## src/rtl/nmr_bstrm_pkg.sv

```systemverilog
// Shared types and command-word field layout for the multi-channel bitstream generator.
// Field offsets are functions of the channel count and the duration/loop widths.
package nmr_bstrm_pkg;

    typedef enum logic [1:0] {
        ST_IDLE  = 2'd0,
        ST_PRIME = 2'd1,
        ST_RUN   = 2'd2,
        ST_END   = 2'd3
    } state_e;

    localparam int LVL_LSB = 0;

    function automatic int dur_lsb(input int nch);
        return nch;
    endfunction

    function automatic int lcnt_lsb(input int nch, input int dur_w);
        return nch + dur_w;
    endfunction

    function automatic int loop_start_bit(input int nch, input int dur_w, input int loop_w);
        return nch + dur_w + loop_w;
    endfunction

    function automatic int loop_end_bit(input int nch, input int dur_w, input int loop_w);
        return nch + dur_w + loop_w + 1;
    endfunction

    function automatic int seq_end_bit(input int nch, input int dur_w, input int loop_w);
        return nch + dur_w + loop_w + 2;
    endfunction

    function automatic int word_used_w(input int nch, input int dur_w, input int loop_w);
        return nch + dur_w + loop_w + 3;
    endfunction

endpackage

```

## src/rtl/nmr_bstrm_fetch.sv

```systemverilog
// SRAM read pipeline: tracks in-flight reads through the fixed read latency and
// holds one prefetched word; the arriving word bypasses the buffer when consumed at once.
module nmr_bstrm_fetch #(
    parameter int W      = 55,
    parameter int RD_LAT = 2
) (
    input  logic         clk_i,
    input  logic         rst_ni,
    input  logic         flush_i,
    input  logic         rd_issue_i,
    input  logic [W-1:0] rd_dat_i,
    input  logic         consume_i,
    output logic         avail_o,
    output logic [W-1:0] word_o
);

    logic [RD_LAT-1:0] lat_q, lat_d;
    logic              buf_vld_q, buf_vld_d;
    logic [W-1:0]      buf_q;
    logic              arrive;
    logic              store;

    generate
        if (RD_LAT == 1) begin : g_lat1
            assign lat_d = rd_issue_i;
        end else begin : g_latn
            assign lat_d = {lat_q[RD_LAT-2:0], rd_issue_i};
        end
    endgenerate

    assign arrive  = lat_q[RD_LAT-1];
    assign avail_o = buf_vld_q | arrive;
    assign word_o  = buf_vld_q ? buf_q : rd_dat_i;

    // Arriving data is kept unless it is being consumed straight off the bus.
    always_comb begin
        store     = arrive && !flush_i && !(consume_i && !buf_vld_q);
        buf_vld_d = buf_vld_q;
        if (flush_i) begin
            buf_vld_d = 1'b0;
        end else if (store) begin
            buf_vld_d = 1'b1;
        end else if (consume_i) begin
            buf_vld_d = 1'b0;
        end
    end

    always_ff @(posedge clk_i or negedge rst_ni) begin
        if (!rst_ni) begin
            lat_q     <= '0;
            buf_vld_q <= 1'b0;
        end else begin
            lat_q     <= flush_i ? '0 : lat_d;
            buf_vld_q <= buf_vld_d;
        end
    end

    always_ff @(posedge clk_i) begin
        if (store) begin
            buf_q <= rd_dat_i;
        end
    end

endmodule

```

## src/rtl/nmr_bstrm_mch_gen.sv

```systemverilog
// Multi-channel bitstream generator: steps through SRAM command words, holding each
// word's channel levels for its duration, with one-word prefetch and one loop level.
module nmr_bstrm_mch_gen
    import nmr_bstrm_pkg::*;
#(
    parameter int                NCH               = 4,
    parameter int                DUR_WIDTH         = 32,
    parameter int                LOOP_WIDTH        = 16,
    parameter int                SRAM_ADDR_WIDTH   = 8,
    parameter int                SRAM_DAT_WIDTH    = 128,
    parameter int                SRAM_BYTEEN_WIDTH = 16,
    parameter int                SRAM_RD_LAT       = 2,
    parameter logic [NCH-1:0]    IDLE_LEVEL        = '0
) (
    input  logic                         CLK,
    input  logic                         RST,
    input  logic                         START,
    input  logic                         ABORT,
    input  logic [SRAM_ADDR_WIDTH-1:0]   START_ADDR,
    output logic                         BUSY,
    output logic                         DONE,
    output logic                         UNDERRUN,
    output logic [SRAM_ADDR_WIDTH-1:0]   SRAM_ADDR,
    output logic                         SRAM_CS,
    output logic                         SRAM_CLKEN,
    output logic                         SRAM_WR,
    output logic [SRAM_DAT_WIDTH-1:0]    SRAM_WR_DAT,
    output logic [SRAM_BYTEEN_WIDTH-1:0] SRAM_BYTEEN,
    input  logic [SRAM_DAT_WIDTH-1:0]    SRAM_RD_DAT,
    output logic [NCH-1:0]               OUT
);

    localparam int DUR_LSB  = dur_lsb(NCH);
    localparam int LCNT_LSB = lcnt_lsb(NCH, DUR_WIDTH);
    localparam int LS_BIT   = loop_start_bit(NCH, DUR_WIDTH, LOOP_WIDTH);
    localparam int LE_BIT   = loop_end_bit(NCH, DUR_WIDTH, LOOP_WIDTH);
    localparam int SE_BIT   = seq_end_bit(NCH, DUR_WIDTH, LOOP_WIDTH);
    localparam int USED_W   = word_used_w(NCH, DUR_WIDTH, LOOP_WIDTH);

    localparam logic [SRAM_ADDR_WIDTH-1:0] ADDR_ONE = 1;
    localparam logic [DUR_WIDTH-1:0]       DUR_ONE  = 1;
    localparam logic [LOOP_WIDTH:0]        ITER_ONE = 1;

    generate
        if (USED_W > SRAM_DAT_WIDTH) begin : g_bad_width
            $error("nmr_bstrm_mch_gen: command word fields exceed SRAM_DAT_WIDTH");
        end
        if (SRAM_RD_LAT < 1) begin : g_bad_lat
            $error("nmr_bstrm_mch_gen: SRAM_RD_LAT must be at least 1");
        end
        if (USED_W < SRAM_DAT_WIDTH) begin : g_unused
            logic unused_rd_bits;
            assign unused_rd_bits = ^SRAM_RD_DAT[SRAM_DAT_WIDTH-1:USED_W];
        end
    endgenerate

    state_e                     state_q, state_d;
    logic [NCH-1:0]             out_q;
    logic [DUR_WIDTH-1:0]       cnt_q;
    logic                       cur_end_q;
    logic [LOOP_WIDTH-1:0]      iter_q, iter_nx, iter_base;
    logic [SRAM_ADDR_WIDTH-1:0] loop_addr_q, loop_addr_nx, addr_q, next_addr;
    logic                       cs_q, done_q, underrun_q;

    logic                       avail;
    logic [USED_W-1:0]          word;
    logic [NCH-1:0]             w_lvl;
    logic [DUR_WIDTH-1:0]       w_dur, dur_ld;
    logic [LOOP_WIDTH-1:0]      w_lcnt;
    logic                       w_ls, w_le, w_se;
    logic                       reentry;
    logic [LOOP_WIDTH:0]        iter_inc;

    logic run, expire, accept_start, load, issue, underrun_evt, finish, busy;

    nmr_bstrm_fetch #(
        .W      (USED_W),
        .RD_LAT (SRAM_RD_LAT)
    ) u_fetch (
        .clk_i      (CLK),
        .rst_ni     (RST),
        .flush_i    (ABORT),
        .rd_issue_i (cs_q),
        .rd_dat_i   (SRAM_RD_DAT[USED_W-1:0]),
        .consume_i  (load),
        .avail_o    (avail),
        .word_o     (word)
    );

    assign w_lvl  = word[LVL_LSB +: NCH];
    assign w_dur  = word[DUR_LSB +: DUR_WIDTH];
    assign w_lcnt = word[LCNT_LSB +: LOOP_WIDTH];
    assign w_ls   = word[LS_BIT];
    assign w_le   = word[LE_BIT];
    assign w_se   = word[SE_BIT];
    assign dur_ld = (w_dur == '0) ? DUR_ONE : w_dur;

    // addr_q still holds the incoming word's own address when it is loaded.
    always_comb begin
        reentry      = (iter_q != '0) && (addr_q == loop_addr_q);
        loop_addr_nx = loop_addr_q;
        iter_base    = iter_q;
        if (w_ls && !reentry) begin
            loop_addr_nx = addr_q;
            iter_base    = '0;
        end
        iter_inc  = {1'b0, iter_base} + ITER_ONE;
        next_addr = addr_q + ADDR_ONE;
        iter_nx   = iter_base;
        if (w_le) begin
            if (iter_inc < {1'b0, w_lcnt}) begin
                next_addr = loop_addr_nx;
                iter_nx   = iter_inc[LOOP_WIDTH-1:0];
            end else begin
                iter_nx   = '0;
            end
        end
    end

    always_ff @(posedge CLK or negedge RST) begin
        if (!RST) begin
            state_q <= ST_IDLE;
        end else begin
            state_q <= state_d;
        end
    end

    always_comb begin
        state_d = state_q;
        if (ABORT) begin
            state_d = ST_IDLE;
        end else begin
            case (state_q)
                ST_IDLE:  if (START) state_d = ST_PRIME;
                ST_PRIME: if (avail) state_d = ST_RUN;
                ST_RUN:   if (expire && cur_end_q) state_d = ST_END;
                ST_END:   state_d = ST_IDLE;
                default:  state_d = ST_IDLE;
            endcase
        end
    end

    always_comb begin
        run          = (state_q == ST_RUN);
        expire       = (cnt_q == DUR_ONE);
        accept_start = !ABORT && (state_q == ST_IDLE) && START;
        finish       = !ABORT && run && expire && cur_end_q;
        load         = !ABORT && avail &&
                       ((state_q == ST_PRIME) || (run && expire && !cur_end_q));
        underrun_evt = !ABORT && run && expire && !cur_end_q && !avail;
        issue        = accept_start || (load && !w_se);
        busy         = (state_q == ST_PRIME) || run;
    end

    always_ff @(posedge CLK or negedge RST) begin
        if (!RST) begin
            out_q       <= IDLE_LEVEL;
            cnt_q       <= DUR_ONE;
            cur_end_q   <= 1'b0;
            iter_q      <= '0;
            loop_addr_q <= '0;
            addr_q      <= '0;
            cs_q        <= 1'b0;
            done_q      <= 1'b0;
            underrun_q  <= 1'b0;
        end else begin
            cs_q <= issue;
            if (issue) begin
                addr_q <= accept_start ? START_ADDR : next_addr;
            end
            if (ABORT || finish) begin
                out_q <= IDLE_LEVEL;
            end else if (load) begin
                out_q <= w_lvl;
            end
            if (load) begin
                cnt_q       <= dur_ld;
                cur_end_q   <= w_se;
                loop_addr_q <= loop_addr_nx;
                iter_q      <= iter_nx;
            end else if (run && !expire) begin
                cnt_q <= cnt_q - DUR_ONE;
            end else if (accept_start) begin
                iter_q <= '0;
            end
            if (ABORT || accept_start) begin
                done_q <= 1'b0;
            end else if (finish) begin
                done_q <= 1'b1;
            end
            if (accept_start) begin
                underrun_q <= 1'b0;
            end else if (underrun_evt) begin
                underrun_q <= 1'b1;
            end
        end
    end

    assign BUSY        = busy;
    assign DONE        = done_q;
    assign UNDERRUN    = underrun_q;
    assign OUT         = out_q;
    assign SRAM_ADDR   = addr_q;
    assign SRAM_CS     = cs_q;
    assign SRAM_CLKEN  = cs_q;
    assign SRAM_WR     = 1'b0;
    assign SRAM_WR_DAT = '0;
    assign SRAM_BYTEEN = '1;

endmodule
```

## config.mk

```make
export PLATFORM = sky130hd
export DESIGN_NAME = nmr_bstrm_mch_gen
export DESIGN_NICKNAME = d
export VERILOG_FILES = /design/src/rtl/nmr_bstrm_pkg.sv /design/src/rtl/nmr_bstrm_fetch.sv /design/src/rtl/nmr_bstrm_mch_gen.sv
export SDC_FILE = /design/constraint.sdc
export NUM_CORES = 1
export LEC_CHECK = 0
export CORE_UTILIZATION = 40
export CTS_BUF_LIST = sky130_fd_sc_hd__clkbuf_4 sky130_fd_sc_hd__clkbuf_8 sky130_fd_sc_hd__clkbuf_16
export CTS_CLUSTER_SIZE = 40
export DETAILED_ROUTE_END_ITERATION = 8
export DONT_BUFFER_PORTS = 1
export GPL_TIMING_DRIVEN = 0
export HOLD_SLACK_MARGIN = 0.1
export MAX_ROUTING_LAYER = met4
export PLACE_DENSITY = 0.58
export SLEW_MARGIN = 20
export SYNTH_ARGS = -nofsm -noshare
export SYNTH_HDL_FRONTEND = slang
export SYNTH_SLANG_ARGS = --single-unit
```

## constraint.sdc

```tcl
create_clock -name CLK -period 5.9 [get_ports CLK]
set_input_delay 1.77 -clock CLK [delete_from_list [all_inputs] [get_ports CLK]]
set_output_delay 1.77 -clock CLK [all_outputs]
set_load 0.02 [all_outputs]
```

==> qor.csv <==
metric,value,unit
syn_area_per_cell,9.83,um2
clkPwrFrac,34.5,%
synth_top_area_cell,dfrtp_1,
fin_ws,351,ps
gp_congestion,0.856,
leakagePower,4.45,nW
design_area,10200,um2
cp.required,6240,ps
synth_top_area_share,22.5,%
yosys_register_bits,132,
initial_core_util,41.3,%
cts_tree,built,
end_kind,flip-flop,
clk_latency,430,ps
grtUsageTotal,20.8,%
drv_slew,0,
startpoint,SRAM_RD_DAT[52],
numPortBuffers,0,
hp-class,flip-flop to flip-flop,
via_count,6389,
internal-power,2.21,mW
clockBufferDepth,2,
final_nets,1198,
final-hold-violation-count,0,
post_dp_cell_area,9410,um2
first_global_vias,6003,
multi_input_area,4210,um2
grt_max_degree,78,
min_period,5550,ps
worstSetupStartpointType,input pin,
reg2reg_from,SRAM_ADDR[3],
rr_worst_depth,24,
dp_hpwl,15900,um
drc,0,
met1_usage,24.8,%
numCtsBuffers,17,
powerDensity,326,nW/um2
overflow,0,
antenna_found_initial,0,
area.sequential,3580,um2
via_per_inst,4.84,
die_h,147,um
core_area,20500,um2
p_seq_share,40.7,%
cp.arrival,5880,ps
worst_slew_pin_slew,921,ps
rr_endpoint,iter_q[15],
num_rows,52,
switching_share,33.2,%
drive_gt1_share,22.2,%
use_met3,5.90,%
synth_cell_type_count,71,
clk_pin_slew,60,ps
area_growth,20.2,%
ant_nets,0,
maxCapViolations,0,
synthArstFlopShare,58.3,%
clock.fmax,0.180,GHz
wl_per_cell,16.3,um
htree_levels,4,
grt_first_pass_wirelength,33500,um
worstSetupEndpoint,iter_q[15],
rsz0062_at_grt,false,
tns,0,ps
criticalPathCategory,input pin to flip-flop,
yosys_warnings,0,
wirelength,21500,um
synthTopCellsByArea,"dfrtp_1 (22%), edfxtp_1 (20%), buf_4 (13%)",
fp.dieArea,21800,um2
dp_slack,-1230,ps
use_met2,33.6,%
final_common_cell,buf_4,
max_slew_margin,38.6,%
synth_edf_count,55,
status,"finished, final reports clean",
irDropWorstVdd,0.192,mV
synthFlopType,dfrtp_1,
diodes,0,
final_cell_mix,"buf_4 (157), conb_1 (145), dfrtp_1 (76)",
yosysSeqAreaShare,42.3,%
cts.sinks,132,
io_pins,302,
r2r_slack,440,ps
dr.pass1.iters,5,
setup_violations,0,
top_usage_layer,met2,
skew,12.8,ps
clk_root_buffer_cell,clkbuf_16,
switching_power,1.10,mW
crit_fanout,10,
post-route-period-util,94.1,%
die_width,147,um
p_comb_share,24.8,%
syn_area,8470,um2
filler_cell_count,1960,
drt_iter0_markers,385,
syn_inst,861,
## cells in the mapped netlist (all sizes together) (3+ instances only)
library cell / number
buf: 157
dfrtp: 76
nor2: 75
edfxtp: 55
mux2i: 55
nand2: 46
a21oi: 39
o21ai: 36
xor2: 30
nor4: 28
nor3: 26
clkbuf: 22
ha: 22
nor2b: 17
nand3: 16
a211oi: 13
xnor2: 13
inv: 11
a31oi: 10
mux2: 10
nand2b: 9
nand4: 9
a22o: 6
o31ai: 6
or3: 6
o21a: 5
o22ai: 5
or2: 5
and3: 4
nand3b: 4
or4: 4
a21boi: 3
and2: 3
nor4b: 3
o211ai: 3
## power by group through the flow
stage	Combinational, mW	Sequential (mW)	Clock, mW
floorplan	0.667	1.31	0
global placement	0.785	1.36	0
detailed placement	0.801	1.36	0
CTS	0.812	1.35	1.16
global route	0.912	1.38	1.20
finish	0.821	1.35	1.14
## kinds of logic after synthesis
group / Yosys count / share of synthesized area, %
other: 2 / 0.0887
DFF: 132 / 42.3
adders and majority gates: 22 / 3.25
and+or+nand+nor: 261 / 15.8
xor gates and xnor gates: 43 / 4.45
muxes: 65 / 7.83
buffers and inverters: 190 / 15.0
AOI/OAI and AO/OA: 146 / 11.2
## layout make-up
cell class / instances / share of cell area, %
multi-input cells: 682 / 41.4
flip-flops and latches: 132 / 35.2
plain buffers: 179 / 12.3
clock buffers: 24 / 5.06
well taps: 270 / 3.32
clock inverters: 8 / 1.21
repair buffers: 13 / 1.14
inverters: 11 / 0.406
## registers in the layout (all words and copies together) (netlist names)
name	flops
DONE	1
OUT	4
SRAM_ADDR	8
SRAM_CLKEN	1
UNDERRUN	1
cnt_q	32
cur_end_q	1
iter_q	16
loop_addr_q	8
state_q	2
u_fetch.buf_q	55
u_fetch.buf_vld_q	1
u_fetch.lat_q	2
## through the flow
step / util [%] / instances / hold slack (ps) / power, mW
2_1_floorplan: - / 1004 / 439 / 1.98
3_3_place_gp: 45.6 / 1274 / 455 / 2.14
3_5_place_dp: 45.9 / 1278 / 456 / 2.16
4_1_cts: 49.3 / 1312 / 470 / 3.32
5_1_grt: 49.6 / 1319 / 492 / 3.49
6_report: 49.6 / 1319 / 466 / 3.31
## layer usage
metal	share of wire [%]	up-vias
met3	5.8	30
met1	43	3014
met4	2.2	0
met5	0	-
met2	49	182
li1	-	3163
## worst max-delay path, stage by stage
cell and delay [ps]:
mux2i_4 180, a31oi_1 140, buf_4 220, buf_4 160, nor2b_1 160, ha_2 240
nand3_1 160, nor3_4 300, nand3_1 130, xor2_1 160, nor2_1 140, ha_1 270
a211oi_2 230, nor4b_2 230, o211a_1 190, o211ai_1 130, buf_4 200, or4_4 460
buf_6 180, nor2b_2 100, o21ai_1 60, o31ai_1 70
## repair_timing
action | CTS | global route
cloned | 0 | 0
resized for setup | 11 | 6
setup buffers | 2 | 7
hold buffers | 0 | 0
pin swaps | 2 | 3
endpoints found under the setup margin | 23 | 22
## how the worst min path moves through the flow
stage               cells after the start        startpoint  slack (ps)               end
floorplan                               1  u_fetch.lat_q[0]         440  u_fetch.lat_q[1]
global placement                        1  u_fetch.lat_q[0]         460  u_fetch.lat_q[1]
detailed placement                      1  u_fetch.lat_q[0]         460  u_fetch.lat_q[1]
CTS                                     1  u_fetch.lat_q[0]         470  u_fetch.lat_q[1]
global route                            1  u_fetch.lat_q[0]         490  u_fetch.lat_q[1]
finish                                  1  u_fetch.lat_q[0]         470  u_fetch.lat_q[1]
No activity file was read; power rests on OpenSTA's default activity.
